### src/rtl/am2910_sequencer.sv
// am2910_sequencer: Am2910-style microprogram sequencer.
// Produces the next control-store address (yout) each cycle from the opcode,
// the condition input, the microPC, the loop/count register R and a LIFO
// return stack. yout is combinational; all state moves on the next posedge.
module am2910_sequencer #(
  parameter int AW          = 12,
  parameter int STACK_DEPTH = 5
) (
  input  logic          clock,
  input  logic          reset,
  input  logic [3:0]    instr,
  input  logic [AW-1:0] din,
  input  logic          cc_n,
  input  logic          ccen_n,
  input  logic          rld_n,
  input  logic          ci,
  output logic [AW-1:0] yout,
  output logic          full_n,
  output logic          pl_n,
  output logic          map_n,
  output logic          vect_n
);

  localparam int             SPW     = $clog2(STACK_DEPTH + 1);
  localparam logic [SPW-1:0] SP_FULL = SPW'(STACK_DEPTH);

  typedef enum logic [3:0] {
    JZ   = 4'd0,  CJS  = 4'd1,  JMAP = 4'd2,  CJP  = 4'd3,
    PUSH = 4'd4,  JSRP = 4'd5,  CJV  = 4'd6,  JRP  = 4'd7,
    RFCT = 4'd8,  RPCT = 4'd9,  CRTN = 4'd10, CJPP = 4'd11,
    LDCT = 4'd12, LOOP = 4'd13, CONT = 4'd14, TWB  = 4'd15
  } op_t;

  logic [AW-1:0]                  upc;
  logic [AW-1:0]                  r;
  logic [SPW-1:0]                 sp;
  logic [STACK_DEPTH-1:0][AW-1:0] stack;

  logic           pass, rnz;
  logic [AW-1:0]  tos, y_nxt;
  logic           do_push, do_pop, do_clr, r_ld, r_dec;
  logic [SPW-1:0] wr_ptr;

  assign pass = ccen_n | ~cc_n;
  assign rnz  = |r;
  // An empty stack reads as address 0.
  assign tos  = (sp == '0) ? '0 : stack[sp - SPW'(1)];

  // Opcode decode: next address plus the stack / R side effects it implies.
  always_comb begin
    y_nxt   = upc;
    do_push = 1'b0;
    do_pop  = 1'b0;
    do_clr  = 1'b0;
    r_ld    = 1'b0;
    r_dec   = 1'b0;
    case (op_t'(instr))
      JZ:   begin y_nxt = '0; do_clr = 1'b1; end
      CJS:  begin y_nxt = pass ? din : upc; do_push = pass; end
      JMAP: y_nxt = din;
      CJP:  y_nxt = pass ? din : upc;
      PUSH: begin y_nxt = upc; do_push = 1'b1; r_ld = pass; end
      JSRP: begin y_nxt = pass ? din : r; do_push = 1'b1; end
      CJV:  y_nxt = pass ? din : upc;
      JRP:  y_nxt = pass ? din : r;
      RFCT: begin y_nxt = rnz ? tos : upc; r_dec = rnz; do_pop = ~rnz; end
      RPCT: begin y_nxt = rnz ? din : upc; r_dec = rnz; end
      CRTN: begin y_nxt = pass ? tos : upc; do_pop = pass; end
      CJPP: begin y_nxt = pass ? din : upc; do_pop = pass; end
      LDCT: begin y_nxt = upc; r_ld = 1'b1; end
      LOOP: begin y_nxt = pass ? upc : tos; do_pop = pass; end
      CONT: y_nxt = upc;
      TWB: begin
        if (rnz) begin
          y_nxt  = pass ? upc : tos;
          r_dec  = 1'b1;
          do_pop = pass;
        end else begin
          y_nxt  = pass ? upc : din;
          do_pop = 1'b1;
        end
      end
      default: y_nxt = upc;
    endcase
  end

  // A push onto a full stack overwrites the top entry instead of growing.
  assign wr_ptr = (sp == SP_FULL) ? SP_FULL - SPW'(1) : sp;

  assign yout   = reset ? '0 : y_nxt;
  assign full_n = reset | (sp != SP_FULL);
  assign map_n  = reset | (instr != JMAP);
  assign vect_n = reset | (instr != CJV);
  assign pl_n   = ~reset & ((instr == JMAP) | (instr == CJV));

  // State update: microPC increment, R load/decrement, stack push/pop/clear.
  always_ff @(posedge clock) begin
    if (reset) begin
      upc   <= '0;
      r     <= '0;
      sp    <= '0;
      stack <= '0;
    end else begin
      upc <= yout + AW'(ci);

      // An external load of R takes priority over anything the opcode wants.
      if (!rld_n)     r <= din;
      else if (r_ld)  r <= din;
      else if (r_dec) r <= r - AW'(1);

      if (do_clr) begin
        sp <= '0;
      end else if (do_push) begin
        stack[wr_ptr] <= upc;
        if (sp != SP_FULL) sp <= sp + SPW'(1);
      end else if (do_pop && sp != '0) begin
        sp <= sp - SPW'(1);
      end
    end
  end

endmodule

### config.mk
export PLATFORM = sky130hd
export DESIGN_NAME = am2910_sequencer
export DESIGN_NICKNAME = d
export VERILOG_FILES = /design/src/rtl/am2910_sequencer.sv
export SDC_FILE = /design/constraint.sdc
export NUM_CORES = 1
export LEC_CHECK = 0
export CAP_MARGIN = 20
export CELL_PAD_IN_SITES_DETAIL_PLACEMENT = 0
export CELL_PAD_IN_SITES_GLOBAL_PLACEMENT = 1
export CORE_MARGIN = 2
export CORE_UTILIZATION = 41
export CTS_CLUSTER_SIZE = 12
export DETAILED_ROUTE_END_ITERATION = 10
export HOLD_SLACK_MARGIN = 0.06
export PLACE_DENSITY = 0.85
export SYNTH_ARGS = -nofsm -noshare
export SYNTH_HDL_FRONTEND = slang
export SYNTH_SLANG_ARGS = --single-unit
### constraint.sdc
create_clock -name clock -period 3.39 [get_ports clock]
set_clock_uncertainty 0.1 [all_clocks]
set_input_delay 0.678 -clock clock [delete_from_list [all_inputs] [get_ports clock]]
set_output_delay 0.678 -clock clock [all_outputs]
set_load 0.02 [all_outputs]
### Yosys cells after proc, flatten, opt, wreduce, memory -nomap -nowiden

Cells that the tools add are included.

* flip-flop bits (word level): 87
* input bits: 22
* output and inout bits: 16
* logic and storage cells: 92

* add/sub/neg operators: 4
* order comparisons: 3
* equal/unequal tests: 21
* mux-type cells: 30
* bitwise logic cells: 10
* reductions and logical operators: 16

Operators by type and width (count)
* two-way mux 12 bit: 15
* one-hot mux 12 bit (10 select lines): 1
* bitwise mux 60 bit: 1
* binary-select mux 12 bit (select 3 bit): 1
* demux 12 bit (select 3 bit): 1
* == test 4 bit (second input constant): 8
* == test 4 x 3 -> 1 bit (second input constant): 4
* adder 12 x 1 -> 12 bit: 1
* two-way mux 3 bit: 4
* OR reduction 12 bit: 1
* subtractor 12 x 1 -> 12 bit (second input constant): 1
* == test 4 x 2 -> 1 bit (second input constant): 2
* < comparator 3 x 4 -> 1 bit (second input constant): 2
* OR reduction 2 bit: 4
* one-hot mux 1 bit (2 select lines): 3
* OR reduction 3 bit: 2
* OR 1 bit: 5
* == test 4 x 1 -> 1 bit (second input constant): 1
* logical NOT 4 bit: 1
* inequality test 4 x 2 -> 1 bit (second input constant): 1
* inequality test 4 x 3 -> 1 bit (second input constant): 1
* NOT 1 bit: 4
* AND reduction 2 bit: 2
* OR reduction 4 bit: 1
* other kinds (14): 17

### Logic depth before layout (Yosys ltp)

* depth in word-level cells: 9
* depth in mapped cells: 19
* depth with buffers taken out: 16

### Worst setup path after synthesis

OpenSTA, ideal clock, no wires.

* path kind: flip-flop to flip-flop
* start point: register sp[0]
* end point: register upc[8]
* arrival time: 3.884 ns
* required time: 3.169 ns
* slack: -0.715 ns
* cell stages (with the launch flop): 19
* cells stage by stage: dfxtp_1 -> buf_4 -> buf_4 -> clkinv_1 -> ha_1 -> buf_2 -> buf_2 -> mux4_2 -> nand2_1 -> a211oi_1 -> a21oi_1 -> nor3_1 -> a21oi_1 -> a31oi_1 -> ha_1 -> ha_1 -> o211ai_2 -> nor3_1 -> mux2_4

* longest elaborated chain between the ends: 9

Ends and longest elaborated chain
* start: declaration: RTL line 36 `logic [SPW-1:0] sp;`
* start signal: assignment: RTL line 115 `if (sp != SP_FULL) sp <= sp + SPW'(1);`
* start signal: assignment: RTL line 117 `sp <= sp - SPW'(1);`
* subtractor 3 x 1 -> 3 bit: RTL line 47 `assign tos = (sp == '0) ? '0 : stack[sp - SPW'(1)];`
* binary-select mux 12 bit (select 3 bit): RTL line 47
* two-way mux 12 bit (implied by the code): RTL line 47
* two-way mux 12 bit *: RTL line 47
* two-way mux 12 bit: RTL line 71, 75
* two-way mux 12 bit: RTL line 74 `if (rnz) begin`
* one-hot mux 12 bit (10 select lines) *: RTL line 57 `case (op_t'(instr))`
* two-way mux 12 bit *: RTL line 90 `assign yout = reset ? '0 : y_nxt;`
* named net yout[0]: RTL line 17 `output logic [AW-1:0] yout,`
* adder 12 x 1 -> 12 bit *: RTL line 104 `upc <= yout + AW'(ci);`
* end signal: assignment: RTL line 104
* end: declaration: RTL line 34 `logic [AW-1:0] upc;`

Mark *: on every way through the listed nets, which the timed path passes. The rest lies on a longest branch. The select of a mux whose other input is x is not followed.
A chain may end at the register's enable or synchronous reset.

### Worst setup path in the final report

* start point: register r[1]
* end point: output port yout[5]

* longest elaborated chain between the ends: 4

Ends and longest elaborated chain
* start: declaration: RTL line 35 `logic [AW-1:0] r;`
* start signal: assignment: RTL line 107 `if (!rld_n) r <= din;`
* start signal: assignment: RTL line 108 `else if (r_ld) r <= din;`
* start signal: assignment: RTL line 109 `else if (r_dec) r <= r - AW'(1);`
* OR reduction 12 bit *: RTL line 45 `assign rnz = |r;`
* two-way mux 12 bit, on equally long branches: RTL line 74, 66, 67
* one-hot mux 12 bit (10 select lines) *: RTL line 57
* two-way mux 12 bit *: RTL line 90
* end: declaration: RTL line 17

Mark *: on every way between the ends. The rest lies on a longest branch, timed or not.

==> results.py <==
metrics = {
    "clock_tree": {
        "clk_pin_slew_ns": 0.07,
        "cts_tree": "built",
        "cts.htree.levels": 3,
        "cts_sinks": 87,
        "clkLatencyLatePin_ns": 0.36,
        "cts_root_buffer": "clkbuf_16",
        "cts.path.max_buffers": 2,
        "numCtsBuffers": 9,
        "cts_hold_buf": 0,
    },
    "pwr": {
        "power_per_cell_area_nw_per_um2": 342,
        "leakage_nw": 3.58,
        "finalPower_mw": 3.07,
        "irDropWorstVdd_uv": 442,
    },
    "drt": {
        "ant_nets": 0,
        "routed_wl_um": 23400,
        "first_iter_violations": 427,
        "drc": 0,
        "vias": 6525,
        "via_per_inst": 5.97,
        "first_pass_iters": 5,
        "routedWlPerCell_um": 21.4,
    },
    "final_layout": {
        "diodes": 0,
        "fillers": 1141,
        "mostFrequentLayoutCells": "buf_4, nor2_1, dfxtp_1",
        "design_area_um2": 8990,
        "final_util_pct": 64.5,
        "layout_commonest_cell": "buf_4",
        "final_nets": 937,
        "drive_above_1_share_pct": 42.9,
        "area.growth.synth_to_final_pct": 53.0,
    },
    "grt": {
        "grt_antenna_before_repair": 0,
        "grt_pass1_wl_um": 35800,
        "grt_max_degree": 63,
        "grt-ovfl-total": 0,
        "grt_pass1_vias": 6503,
        "track_usage_pct": 31.2,
    },
    "setup_path": {
        "endpoint_kind": "primary output",
        "worstPathArrival_ns": 2.70,
        "cp_cell_sequence": "inv_2, ha_4, or4b_4, nor3_4, buf_12, nor2b_1, buf_4, o21ai_1, nand4b_4, nor2_4, nor2_2, buf_4",
        "crit_path_start_kind": "flip-flop",
        "cpPeakStageDelay_ns": 0.48,
        "crit_fanout": 5,
        "path_class": "reg2out",
        "critPathSlowestCell": "or4b_4",
        "r2r-start": "sp[0]",
        "cp-startpoint": "r[1]",
        "cp.required_ns": 2.61,
        "crit_top_cell": "buf_4",
    },
    "yosys": {
        "yosysUniqueCellTypes": 90,
        "synthesis.nets": 724,
        "syn_area_per_cell_um2": 8.45,
        "synthArstFlopShare_pct": 0,
        "synth_ff_type": "dfxtp_1",
        "synth_seq_cells": 87,
        "syn-instance-count": 695,
        "syn-cell-area_um2": 5880,
        "yosysWarnings": 0,
        "synth_edf_count": 0,
        "seq_area_frac_synth_pct": 29.6,
    },
    "sta": {
        "worst_slew_pin_slew_ns": 0.617,
        "tns_ns": -0.286,
        "rsz0062_at_grt": "true",
        "setup_viol": 7,
        "fmaxAchievable_mhz": 288,
        "setup_ws_ns": -0.0871,
        "slew_headroom_pct": 58.8,
        "fin_crit_sh_pct": 103,
        "period_needed_ns": 3.48,
        "hold_viol_final": 0,
        "drv_slew": 0,
    },
    "placement": {
        "pre_cts_ws_ns": -0.989,
        "io_buffers": 37,
        "place_area_um2": 7860,
        "dp_hpwl_um": 17700,
        "place.gp.congestion": 1.01,
    },
    "floorplanning": {
        "die_w_um": 124,
        "die_h_um": 124,
        "rows": 43,
        "core_area_um2": 13900,
        "start_util_pct": 42.2,
        "dieArea_um2": 15300,
        "pin_count": 38,
    },
    "outcome": {
        "violations": "setup timing",
        "status": "finished, violations left",
    },
    "hold_path": {
        "holdCritStartpoint": "stack[29]",
        "holdCritPathClass": "reg2reg",
    },
    "job": {
        "max_cap_viol_count": 0,
    },
}
## final timing paths
| kind | cells after the start | slack [ns] | end |
|---|---|---|---|
| setup / recovery | 12 | -0.09 | yout[5] |
| hold / removal | 2 | 0.39 | stack[29] |
| hold reg to reg | 2 | 0.39 | stack[29] |
| setup reg to reg | 17 | 0.11 | upc[7] |
## timing repair
item,4_1_cts,5_1_grt
endpoints found under the hold margin,0,0
setup buffers,14,8
pin swaps,28,31
gates cloned,1,0
gates resized for setup,148,70
setup endpoints to repair,24,19
## registers in the layout (all words and copies together), names as in the netlist
signal / count
r: 12
upc: 12
sp: 3
stack: 60
## cells by family (layout without fill, tap and decap cells)
group	Yosys count	count (layout)	share of synthesized area, %
AO/OA/AOI/OAI	162	162	20.7
XOR/XNOR	19	19	2.83
adder cells (fa/ha/maj)	7	7	1.49
buffers and inverters	70	288	5.58
flip-flops	87	87	29.6
multiplexers	79	79	15.7
AND/OR/NAND/NOR	271	271	24.1
## power by group
part	switching [mW]	internal [mW]	leakage, nW
clock	0.443	0.600	0.147
combinational	0.497	0.444	2.72
sequential	0.0378	1.05	0.707
## stage by stage
step | hold WS, ns | instances
floorplan | 0.352 | 695
global placement | 0.366 | 1059
CTS | 0.395 | 1087
finish | 0.395 | 1093
detailed placement | 0.380 | 1059
global route | 0.418 | 1093
## critical path: cells and delay by family (launching register included)
kind | cells | cell delay [ns]
AO/OA/AOI/OAI | 1 | 0.26
adder cells (fa/ha/maj) | 1 | 0.14
buffers and inverters | 4 | 0.55
flip-flops | 1 | 0.33
AND/OR/NAND/NOR | 6 | 1.07
## layer usage
metal	part of all wire [%]	up-vias	global-route usage, %
li1	-	2998	-
met1	40	3205	37.4
met2	50	243	54.0
met3	5.7	79	5.68
met4	4.5	0	14.8
met5	0	-	0
## cells in the mapped netlist (12+ instances only)
cell type | instances | area share (%)
a21oi_1 | 30 | 2.6
xnor2_1 | 12 | 1.8
dfxtp_1 | 87 | 30
a211oi_1 | 13 | 1.7
nor2_1 | 104 | 6.6
o21ai_0 | 26 | 2.2
nand2_1 | 44 | 2.8
nor3_1 | 15 | 1.3
clkbuf_1 | 22 | 1.4
inv_1 | 14 | 0.89
mux2i_1 | 66 | 11
buf_2 | 21 | 1.8
nand3_1 | 25 | 2.1
## cell type report
type	instances	area, um2	share of cell area [%]
clock buffer	11	243	2.70
multi-input combinational	538	4500	50.0
clock inverter	5	63.8	0.710
inverter	15	68.8	0.766
sequential	87	1750	19.4
tap	180	225	2.51
timing repair buffer	257	2140	23.8
Note: power is estimated with default switching activity, not from simulation.
==> patch (same settings) <==
Change the parameter `AW` from 12 to 14.
--- a/src/rtl/am2910_sequencer.sv
+++ b/src/rtl/am2910_sequencer.sv
@@ -3,7 +3,7 @@
 // the condition input, the microPC, the loop/count register R and a LIFO
 // return stack. yout is combinational; all state moves on the next posedge.
 module am2910_sequencer #(
-  parameter int AW          = 12,
+  parameter int AW          = 14,
   parameter int STACK_DEPTH = 5
 ) (
   input  logic          clock,
Interface: changed (resized din and yout); port bits go from 38 to 42. The function was not compared with the original's and may differ.
==> patch against the unedited design <==
Sequential power increased by 17%. Total power increased by 6.4%. Critical endpoint is now upc[12]. The flow still finishes with violations (setup timing). Area after synthesis grew 7.2%. Sequential cell count rose by 14. Wire length rose by 1.1%. Setup slack got worse by 0.44 ns. Count of clock-buffer cells in the layout decreased by 1. Final area increased by 3.5%. Fmax shrank 11%. Sequential share of layout area increased by 2.4 points. Highest routed layer unchanged.
==> patch: results <==
group,metric,value,unit
outcome,status,"finished with violations",
outcome,violations,"setup timing",
final_layout,diodes,0,
pwr,p_leak,0.00353,uW
sta,slew_headroom,0.488,
synth,ys_top_cells_by_count,"nand2_1 (128), dfxtp_1 (101), nor2_1 (88)",
synth,seq_area_frac_synth,0.321,
cts,h-tree-depth,3,
synth,yosysUniqueCellTypes,81,
worst_hold_path,min_path_type,"register to register",
synth,muxShareOfSynthArea,0.101,
worst_hold_path,hold_start,"stack[14]",
sta,setup_viol,23,
final_layout,nets,1041,
synth,synth_compound_area_frac,0.229,
final_layout,drive_above_1_share,0.347,
synth,synth_fa_ha_area_frac,0.0119,
final_layout,fill_cells,1359,
synth,netlist_area,6300,um2
global_route,grt_max_degree,74,
worst_hold_path,hold_path_end,"stack[14]",
global_route,grt_pass1_wl,36.6,mm
critical_path,cp_max_fo,4,
synth,synthXorXnorAreaFrac,0.0292,
drt,avgViaCountPerCell,5.88,
global_route,antenna_found_initial,0,
pwr,internal_power,2200,uW
placed_design,postPlaceCellArea,8190,um2
placed_design,hpwlAfterDp,16.7,mm
critical_path,worstReg2RegEnd,"upc[12]",
cts,cts_buffers,9,
drt,routed_wl,23.7,mm
critical_path,cpPeakStageDelay,0.56,ns
placed_design,dp.cells,1156,
global_route,grt_pass1_vias,6694,
global_route,track_usage,0.289,
final_layout,reg_top3,"stack (70), r (14), upc (14)",
critical_path,reg2reg_depth,15,
drt,first_pass_iters,6,
synth,syn_avg_cell_area,7.73,um2
placed_design,io_buffers,41,
critical_path,r2r-start,"r[8]",
pwr,ir_drop,0.000332,V
sta,fin_ws,-0.523,ns
placed_design,preCtsSetupSlack,-0.854,ns
drt,drt-initial-drc-count,810,
synth,syn_nets,845,
placed_design,gp_congestion,0.971,
synth,synth_area_leaders,"dfxtp_1 (32%), nand2_1 (7.6%), mux2i_1 (6.7%)",
drt,wl_per_cell,19.7,um
critical_path,crit_path_top_delay_cell,"or4_4",
-- patch: cell count changes after synthesis, sizes merged, moves of 15 or more --
cell / unedited run / this run
clkbuf: 23 / 56
buf: 32 / 12
a21oi: 31 / 76
nor2: 104 / 89
mux2i: 66 / 42
nand2: 45 / 128
-- patch: kinds of logic (layout without fill, tap and decap cells) --
kind of cell,Yosys count,after routing
and+or+nand+nor,342,342
DFF,101,101
muxes,53,53
xor gates and xnor gates,21,21
buffers and inverters,76,276
AOI/OAI and AO/OA,216,216
adders and majority gates,6,6
-- patch: tightest hold or removal path, stage by stage, from the launching register on --
cell	delay (ns)
dfxtp_1	0.31
nand2_1	0.05
a21oi_1	0.05
-- patch: layout make-up --
cell class	count	area, um2	area share
tap	188	235	0.0253
clock inverter	5	56.3	0.00605
sequential	101	2030	0.218
inverter	8	42.5	0.00457
multi-input combinational	638	4490	0.483
clock buffer	10	239	0.0257
timing repair buffer	253	2210	0.237
-- patch: what timing repair did --
item                                    4_1_cts  5_1_grt
endpoints found under the setup margin       28       24
resized for setup                           168       53
pin swaps                                    34       30
setup buffers                                18       17
-- patch: worst max path at each step --
stage | start | end | slack, ns | cells after the start
global route | r[8] | upc[10] | -0.69 | 14
CTS | r[8] | upc[10] | -0.51 | 14
detailed placement | instr[1] | upc[10] | -0.85 | 17
floorplan | sp[0] | upc[10] | -0.96 | 21
finish | r[8] | upc[12] | -0.52 | 15
global placement | instr[3] | yout[6] | -0.84 | 10
-- patch: routing by layer --
metal / wire length (um) / GRT usage / vias up
met5: 0 / 0 / -
met4: 653 / 0.0879 / 0
met3: 1800 / 0.0534 / 55
met2: 10600 / 0.449 / 342
met1: 10600 / 0.407 / 3353
li1: - / - / 3326
-- patch: power groups by stage --
stage	sequential (uW)	combinational [uW]	clock (uW)
final	1270	946	1060
after CTS	1260	879	1080
after global placement	1290	803	0
after floorplan	1280	451	0
after detailed placement	1290	808	0
after global routing	1270	1000	1110
-- patch: stage by stage --
stage / TNS, ns / power (uW) / utilization
5_1_grt: -10.29 / 3380 / 0.617
4_1_cts: -6.88 / 3220 / 0.594
2_1_floorplan: -5.55 / 1730 / -
3_5_place_dp: -16.81 / 2100 / 0.543
6_report: -7.28 / 3270 / 0.617
3_3_place_gp: -15.89 / 2090 / 0.543
